`src/rtl/dut_tb_param_pkg.sv`:
```
// CSI-2 TX frame scheduler shared types and constants.
// Default payload width, FS/FE data types, scheduler state enum.
package dut_tb_param_pkg;

  localparam int P_CIN_DATA_WIDTH = 32;

  localparam logic [5:0] DT_FS = 6'h00;
  localparam logic [5:0] DT_FE = 6'h01;

  typedef enum logic [2:0] {
    S_IDLE,
    S_HS_ENTER,
    S_FS,
    S_GAP,
    S_LHDR,
    S_LPLD,
    S_FE,
    S_HS_EXIT
  } csi_sched_state_t;

endpackage

```
`src/rtl/csi_sched_cnt.sv`:
```
// Loadable 16-bit down-counter with zero flag.
// Ports: clk, rst_n, load/load_val, dec -> zero.
module csi_sched_cnt (
  input  logic        clk,
  input  logic        rst_n,
  input  logic        load,
  input  logic [15:0] load_val,
  input  logic        dec,
  output logic        zero
);

  logic [15:0] cnt;

  always_ff @(posedge clk or negedge rst_n) begin
    if (!rst_n) begin
      cnt <= '0;
    end else if (load) begin
      cnt <= load_val;
    end else if (dec) begin
      cnt <= cnt - 16'd1;
    end
  end

  assign zero = (cnt == '0);

endmodule

```
`src/rtl/csi_frame_sched.sv`:
```
// CSI-2 TX frame scheduler: HS entry, FS, line packets, FE, HS exit.
// Ports: cfg_*, busy, fifo_*, hs_req/ack, hdr_*, pld_* (see list).
module csi_frame_sched #(
  parameter int          P_CIN_DATA_WIDTH = dut_tb_param_pkg::P_CIN_DATA_WIDTH,
  parameter int          P_LINE_GAP       = 4,
  parameter logic [15:0] P_FRAME_NUM_MAX  = 16'hFFFF
) (
  input  logic                        csi_clk,
  input  logic                        rst,
  input  logic                        cfg_start,
  input  logic [1:0]                  cfg_vc,
  input  logic [5:0]                  cfg_dt,
  input  logic [15:0]                 cfg_lines,
  input  logic [15:0]                 cfg_wc,
  output logic                        cfg_err,
  output logic                        busy,
  input  logic [P_CIN_DATA_WIDTH-1:0] fifo_data,
  input  logic                        fifo_valid,
  output logic                        fifo_rd,
  output logic                        hs_req,
  input  logic                        hs_ack,
  output logic                        hdr_valid,
  input  logic                        hdr_ready,
  output logic [7:0]                  hdr_di,
  output logic [15:0]                 hdr_wc,
  output logic                        pld_valid,
  input  logic                        pld_ready,
  output logic [P_CIN_DATA_WIDTH-1:0] pld_data,
  output logic                        pld_last
);

  import dut_tb_param_pkg::*;

  localparam int          BPW     = P_CIN_DATA_WIDTH / 8;
  localparam int          LG      = $clog2(BPW);
  localparam logic [15:0] WC_MASK = 16'(BPW - 1);
  localparam logic [15:0] GAP_LD  = 16'(P_LINE_GAP - 1);

  csi_sched_state_t state, state_nx;

  logic [1:0]  vc_q;
  logic [5:0]  dt_q;
  logic [15:0] wc_q;
  logic [15:0] wtgt_q;
  logic [15:0] frame_num;

  logic wc_ok, accept;
  logic gap_ld, gap_dec, gap_zero;
  logic line_dec, line_zero;
  logic word_ld, word_dec, word_zero;
  logic xfer;

  assign wc_ok  = (cfg_wc != '0) && ((cfg_wc & WC_MASK) == '0);
  assign accept = (state == S_IDLE) && cfg_start && wc_ok;
  assign busy   = (state != S_IDLE);

  always_ff @(posedge csi_clk or negedge rst) begin
    if (!rst) begin
      state     <= S_IDLE;
      vc_q      <= '0;
      dt_q      <= '0;
      wc_q      <= '0;
      wtgt_q    <= '0;
      frame_num <= 16'd1;
      cfg_err   <= 1'b0;
    end else begin
      state <= state_nx;
      if (state == S_IDLE && cfg_start) begin
        if (wc_ok) begin
          vc_q    <= cfg_vc;
          dt_q    <= cfg_dt;
          wc_q    <= cfg_wc;
          wtgt_q  <= cfg_wc >> LG;
          cfg_err <= 1'b0;
        end else begin
          cfg_err <= 1'b1;
        end
      end
      if (state == S_FE && hdr_ready) begin
        frame_num <= (frame_num == P_FRAME_NUM_MAX) ?
                     16'd1 : frame_num + 16'd1;
      end
    end
  end

  always_comb begin
    state_nx  = state;
    gap_ld    = 1'b0;
    gap_dec   = 1'b0;
    line_dec  = 1'b0;
    word_ld   = 1'b0;
    word_dec  = 1'b0;
    xfer      = 1'b0;
    hs_req    = 1'b0;
    hdr_valid = 1'b0;
    hdr_di    = '0;
    hdr_wc    = '0;
    pld_valid = 1'b0;
    pld_data  = '0;
    pld_last  = 1'b0;
    fifo_rd   = 1'b0;
    unique case (state)
      S_IDLE: begin
        if (accept) state_nx = S_HS_ENTER;
      end
      S_HS_ENTER: begin
        hs_req = 1'b1;
        if (hs_ack) state_nx = S_FS;
      end
      S_FS: begin
        hs_req    = 1'b1;
        hdr_valid = 1'b1;
        hdr_di    = {vc_q, DT_FS};
        hdr_wc    = frame_num;
        if (hdr_ready) begin
          gap_ld   = 1'b1;
          state_nx = S_GAP;
        end
      end
      S_GAP: begin
        hs_req = 1'b1;
        if (gap_zero) begin
          state_nx = line_zero ? S_FE : S_LHDR;
        end else begin
          gap_dec = 1'b1;
        end
      end
      S_LHDR: begin
        hs_req    = 1'b1;
        hdr_valid = 1'b1;
        hdr_di    = {vc_q, dt_q};
        hdr_wc    = wc_q;
        if (hdr_ready) begin
          word_ld  = 1'b1;
          state_nx = S_LPLD;
        end
      end
      S_LPLD: begin
        hs_req    = 1'b1;
        xfer      = fifo_valid && pld_ready;
        pld_valid = fifo_valid;
        pld_data  = fifo_valid ? fifo_data : '0;
        pld_last  = fifo_valid && word_zero;
        fifo_rd   = xfer;
        if (xfer) begin
          if (word_zero) begin
            line_dec = 1'b1;
            gap_ld   = 1'b1;
            state_nx = S_GAP;
          end else begin
            word_dec = 1'b1;
          end
        end
      end
      S_FE: begin
        hs_req    = 1'b1;
        hdr_valid = 1'b1;
        hdr_di    = {vc_q, DT_FE};
        hdr_wc    = frame_num;
        if (hdr_ready) state_nx = S_HS_EXIT;
      end
      S_HS_EXIT: begin
        if (!hs_ack) state_nx = S_IDLE;
      end
      default: state_nx = S_IDLE;
    endcase
  end

  // gap: held for P_LINE_GAP cycles, load is one less than the length
  csi_sched_cnt u_gap (
    .clk      (csi_clk),
    .rst_n    (rst),
    .load     (gap_ld),
    .load_val (GAP_LD),
    .dec      (gap_dec),
    .zero     (gap_zero)
  );

  // lines remaining in the frame
  csi_sched_cnt u_line (
    .clk      (csi_clk),
    .rst_n    (rst),
    .load     (accept),
    .load_val (cfg_lines),
    .dec      (line_dec),
    .zero     (line_zero)
  );

  // words remaining in the line; zero marks the last word
  csi_sched_cnt u_word (
    .clk      (csi_clk),
    .rst_n    (rst),
    .load     (word_ld),
    .load_val (wtgt_q - 16'd1),
    .dec      (word_dec),
    .zero     (word_zero)
  );

endmodule

```
`config.mk`:
```
export PLATFORM = sky130hd
export DESIGN_NAME = csi_frame_sched
export DESIGN_NICKNAME = d
export VERILOG_FILES = /design/src/rtl/dut_tb_param_pkg.sv /design/src/rtl/csi_sched_cnt.sv /design/src/rtl/csi_frame_sched.sv
export SDC_FILE = /design/constraint.sdc
export NUM_CORES = 1
export LEC_CHECK = 0
export ABC_AREA = 1
export CORE_MARGIN = 2
export CORE_UTILIZATION = 25
export CTS_CLUSTER_SIZE = 30
export DETAILED_ROUTE_END_ITERATION = 6
export HOLD_SLACK_MARGIN = 0.02
export RECOVER_POWER = 25
export SLEW_MARGIN = 25
export SYNTH_ARGS = -nofsm -noshare
export SYNTH_HDL_FRONTEND = slang
export SYNTH_HIERARCHICAL = 1
export SYNTH_SLANG_ARGS = --single-unit
```
`constraint.sdc`:
```
create_clock -name csi_clk -period 2.1 [get_ports csi_clk]
set_input_delay 0.315 -clock csi_clk [delete_from_list [all_inputs] [get_ports csi_clk]]
set_output_delay 0.315 -clock csi_clk [all_outputs]
set_load 0.02 [all_outputs]
```
Yosys cells after proc, flatten, opt, wreduce, memory -nomap -nowiden --
Cells that the tools add are included.
Storage, ports and cells: logic and storage cells 92, flip-flop bits (word level) 106, output and inout bits 63
Cells by class: reduce and logical (&&, ||, !) cells 21, equality and inequality tests 17, add/sub/neg operators 5, multiplexer cells 39
Operators with widths (number):
- two-way mux 16 bit | 7
- logical NOT 16 bit | 4
- two-way mux 32 bit | 2
- subtractor 16 x 1 -> 16 bit, second input constant | 3
- case mux 16 bit (2 select lines) | 1
- two-way mux 3 bit | 9
- case mux 3 bit (8 select lines) | 1
- case mux 8 bit (3 select lines) | 1
- inequality test 2 bit, second input constant | 9
- adder 16 x 1 -> 16 bit, second input constant | 1
- equality test 16 bit, second input constant | 1
- two-way mux 1 bit | 16
- nonzero test 16 bit | 1
- subtractor 14 x 1 -> 15 bit, second input constant | 1
- equality test 3 bit, second input constant | 4
- AND reduction 9 bit | 1
- equality test 3 x 2 -> 1 bit, second input constant | 2
- logical AND 1 bit | 6
- nonzero test 2 bit | 3
- OR reduction 6 bit | 1
- equality test 3 x 1 -> 1 bit, second input constant | 1
- logical NOT 3 bit | 1
- nonzero test 3 bit | 1
- OR reduction 3 bit | 1
- other kinds (4) | 4

Longest topological paths before layout --
depth in word-level cells 6, depth in mapped cells 15, gate-level depth less buffers 15

Modules after synthesis --
The synthesis kept the hierarchy.
Modules (own cells, without submodules):
- csi_sched_cnt | cells each 156, area an instance 1093.5 µm², instances 3
- csi_frame_sched | cells each 460, area an instance 3016.6 µm², instances 1

Worst setup path before layout --
Ideal clock, no wire load.
path type flip-flop to flip-flop, start point register u_word.cnt[1], end point register u_gap.cnt[7], cell stages (with the launch flop) 15, data arrival time 2.130 ns, slack -0.161 ns, period minus slack after synthesis 2.261 ns, path buffers 1, data required time 1.970 ns, path through dfrtp_1 -> inv_1 -> ha_1 -> nand3_2 -> nor2_8 -> nand4_1 -> nor2_1 -> nand3_1 -> o32ai_1 -> buf_4 -> inv_1 -> nand2_1 -> inv_2 -> a22oi_1 -> o21ai_0
On the way: word-level cells in the longest chain between the ends 5
Ends and longest elaborated chain:
- start, declared | line csi_sched_cnt.sv:12 | logic [15:0] cnt;
- start signal, assigned | line csi_sched_cnt.sv:18 | cnt <= load_val;
- start signal, assigned | line csi_sched_cnt.sv:20 | cnt <= cnt - 16'd1;
- logical NOT 16 bit * | line csi_sched_cnt.sv:24 | assign zero = (cnt == '0);
- named net word_zero | line csi_frame_sched.sv:50 | logic word_ld, word_dec, word_zero;
- two-way mux 1 bit * | line csi_frame_sched.sv:146 | if (word_zero) begin
- two-way mux 1 bit * | line csi_frame_sched.sv:145 | if (xfer) begin
- case mux 1 bit (2 select lines) * | line csi_frame_sched.sv:102 | unique case (state)
- named net gap_ld | line csi_frame_sched.sv:48 | logic gap_ld, gap_dec, gap_zero;
- two-way mux 16 bit or nonzero test 2 bit (tied branches)
- end signal, assigned | line csi_sched_cnt.sv:18
- end signal, assigned | line csi_sched_cnt.sv:20
- end, declared | line csi_sched_cnt.sv:12
The timed path passes the listed nets; every way through them passes the cells marked *. A chain may end at the register's enable or synchronous reset.

Final worst setup path --
start point register u_word.cnt[0], end point output pld_last
On the way: word-level cells in the longest chain between the ends 3
Ends and longest elaborated chain:
- logical NOT 16 bit | line csi_sched_cnt.sv:24
- named net word_zero | line csi_frame_sched.sv:50
- logical AND 1 bit | line csi_frame_sched.sv:143 | pld_last = fifo_valid && word_zero;
- two-way mux 1 bit | line csi_frame_sched.sv:102
- end, declared | line csi_frame_sched.sv:29 | output logic pld_last
The timed path passes the listed nets, and every way through them passes these cells.

==> impl_metrics.csv <==
group,metric,value,unit
global_route,track_usage,15.0,%
yosys,synthXorXnorAreaFrac,3.20,%
timing,fmaxAchievable,468,MHz
yosys,synth_fa_ha_area_share,0.993,%
yosys,synth_top_family_by_area,"simple AND/OR/NAND/NOR gates",
yosys,muxShareOfSynthArea,0,%
setup_path,crit_cells,10,
cts,cts_max_level,3,
floorplanning,initial_core_util,25.2,%
setup_path,crit_type,"reg2out",
yosys,synthCells,928,
global_route,grt_pass1_wl,31700,microns
timing,layout_setup_ws,-36.0,ps
yosys,syn_area,6300,sq um
timing,maxSlewViolCount,0,
yosys,yosysTopAreaCellShare,36.2,%
global_route,antenna_found_initial,0,
drt,ant_nets,0,
drt,via_per_inst,4.43,
timing,setup_viol,2,
min_path,whs_path_depth,2,
power,power,11.2,mW
cells_and_area,area_growth,46.0,%
yosys,yosys_warnings,6,
global_route,grt_max_degree,38,
place,portBuffers,141,
floorplanning,die-area,26500,sq um
setup_path,rr_worst_depth,15,
yosys,yosysSeqAreaShare,36.6,%
setup_path,cp_common_cell,"buf_4",
outcome,violations,"setup timing",
power,power.leakage,4.41,nW
setup_path,cp_max_fo,3,
cells_and_area,drive_above_1_share,20.4,%
run,maxCapViolCount,0,
drt,drt_first_iter_violations,570,
yosys,synth.distinct_cells,39,
cells_and_area,instances_no_fill,1487,
drt,wl_per_cell,13.4,microns
power,vdd_drop_max,459,uV
timing,tightest_slew,800,ps
floorplanning,rows,58,
timing,period_minus_slack,2140,ps
drt,drc,0,
setup_path,cp_num_buf_inv,3,
yosys,synthSimpleGateAreaFrac,40.0,%
setup_path,worstSetupStartpointType,"flip-flop",
cts,cts_max_path_buffers,2,
cts,clock_sinks,92,
drt,drtPass1Iterations,5,
cells_and_area,insertedDiodeCount,0,
timing,fin_worst_skew,7.95,ps
place,place_inst,1454,
setup_path,crit_family,"simple AND/OR/NAND/NOR gates",
setup_path,path_cells,"inv_2 > ha_4 > nand3_4 > nor2_8 > nand4_1 > nor2_2 > buf_4 > nand2_2 > nor2_1 > buf_4",
timing,fin_tns_setup,-43.4,ps
yosys,ys_seq_elements,92,
setup_path,cpPeakStageDelay,380,ps
place,placed_cell_area,8570,sq um
setup_path,critPathSlowestCell,"dfrtp_1",
cts,cts_tree,"yes",
place,place.gp.congestion,0.842,
min_path,hold_path_class,"reg2reg",
drt,vias,6590,
floorplanning,die_y,163,microns
yosys,synth_compound_area_share,9.24,%
cts,path_clk_slew,70,ps
cts,cts_root_buffer,"clkbuf_16",
drt,wirelength,19900,microns
global_route,grt_overflow,0,
floorplanning,core,25000,sq um
timing,hold_viol_final,0,
cells_and_area,nets,1236,
place,dpl.hpwl,15400,microns
outcome,status,"complete, but fails checks",
floorplanning,die_x,163,microns
setup_path,crit_required,1780,ps
cells_and_area,finalInstanceArea,9200,sq um
timing,relSlewSlack,46.6,%
global_route,grt_pass1_vias,6132,
cts,numCtsBuffers,9,
cts,insertion_delay,360,ps
timing,rsz0062_at_grt,"true",
setup_path,endpoint_kind,"output port",
timing,fin_hold_ws,495,ps
setup_path,arrival,1820,ps
timing,period_share,102,%
yosys,yosysTopAreaCell,"dfrtp_1",
floorplanning,io_pins,142,
power,p_per_area,1220,nW/um^2
yosys,syn_avg_cell_area,6.79,sq um
yosys,synthTopCellsByArea,"dfrtp_1 36%, nand2_1 16%, nor2_1 8.3%",
==> routing by layer <==
| layer | vias to the layer above | track usage [%] | share of wire [%] |
|---|---|---|---|
| met3 | 16 | 2.85 | 5.6 |
| met5 | - | 0 | 0 |
| met1 | 2994 | 21.0 | 47 |
| met2 | 174 | 23.9 | 46 |
| met4 | 0 | 3.62 | 1.3 |
| li1 | 3406 | - | - |
==> synthesized netlist by cell type <==
library cell,number
or2_0,1
o21a_1,3
nand4_1,23
buf_4,7
o21ai_1,20
xor2_1,19
nand2_8,1
nor4_1,1
nand2_1,269
buf_2,6
o21ai_0,23
nor3_1,15
buf_6,5
conb_1,2
dfrtp_1,91
clkbuf_1,7
nand3_2,4
o211ai_1,3
o22ai_1,11
a21oi_1,6
xnor2_1,4
dfstp_2,1
inv_2,10
o221ai_1,6
or2_2,1
nand2_4,1
o2111ai_1,3
nand3_1,79
nor2_4,8
nand3b_1,1
inv_1,109
o32ai_1,1
a22oi_1,18
inv_4,2
nand2_2,9
ha_1,5
nor2_2,10
nor2_8,3
nor2_1,140
==> path summary, 6_finish.rpt <==
check,end,from,slack [ps]
worst max-delay path,pld_last,u_word/cnt[0],-40
worst min-delay path,dt_q[0],dt_q[0],500
worst max register to register,u_line/cnt[11],u_word/cnt[0],-10
worst min register to register,dt_q[0],dt_q[0],500
max in group asynchronous,frame_num[9],rst,320
min in group asynchronous,frame_num[6],rst,550
==> stage by stage <==
stage,worst slack [ps],utilization [%]
2_1_floorplan,8.44,-
3_3_place_gp,-129,34.3
3_5_place_dp,-131,34.3
4_1_cts,-108,36.1
5_1_grt,-166,36.8
6_report,-36.0,36.8
==> timing repair <==
item / 4_1_cts / 5_1_grt
gates cloned: 0 / 1
pin swaps: 10 / 15
endpoints found under the hold margin: 25 / 0
buffers inserted: 7 / 8
resized for setup: 163 / 81
hold buffers: 1 / 0
endpoints found under the setup margin: 84 / 95
==> tightest hold or removal path: stages, from the launching register on <==
cell	delay, ps
dfrtp_1	340
nand2_1	60
nand2_1	60
==> kinds of logic after synthesis <==
logic type      after synthesis
fa+ha+maj                     5
buf+inv                     146
compound gates               94
simple gates                566
flops                        92
other cells                   2
xor+xnor                     23
==> registers in the layout (all words and copies together), names as in the netlist <==
signal	count
vc_q	2
u_word/cnt	16
wc_q	16
state	3
frame_num	16
u_gap/cnt	16
u_line/cnt	16
cfg_err	1
dt_q	6
==> placed cells by master, fill, tap and decap left out, types with 4 or more instances in the layout <==
master             n
nand2_1          264
nor2_1           130
inv_1            100
dfrtp_1           90
clkdlybuf4s50_1   78
buf_4             74
nand3_1           71
o21ai_1           26
nand4_1           23
dlygate4sd2_1     23
xor2_1            19
nor2_4            16
inv_2             16
conb_1            16
nor3_1            15
clkdlybuf4s15_2   15
nor2_2            13
nand2_2           13
o21ai_0           13
nand3_2           10
clkbuf_2          10
buf_6             10
clkbuf_16          9
a22oi_2            9
a22oi_1            9
o22ai_1            8
a21oi_1            6
buf_2              5
o221ai_1           5
inv_4              4
xnor2_1            4
o21ai_2            4
ha_1               4
==> report_power, final <==
group	leakage, nW	switching, mW	total, mW	internal, mW
sequential	1.12	0.698	3.24	2.54
clock	0.152	0.738	1.82	1.08
combinational	3.14	3.72	6.18	2.46
total	4.41	5.16	11.2	6.08
==> layout make-up <==
class                   instances  area, sq um
fillers                      2647        15800
multi-input cells             705         3670
flip-flops and latches         92         2300
repair buffers                223         2010
inverters                     121          472
well taps                     330          413
clock buffers                  11          243
clock inverters                 5         83.8
Note: power is estimated with default switching activity, not from simulation.
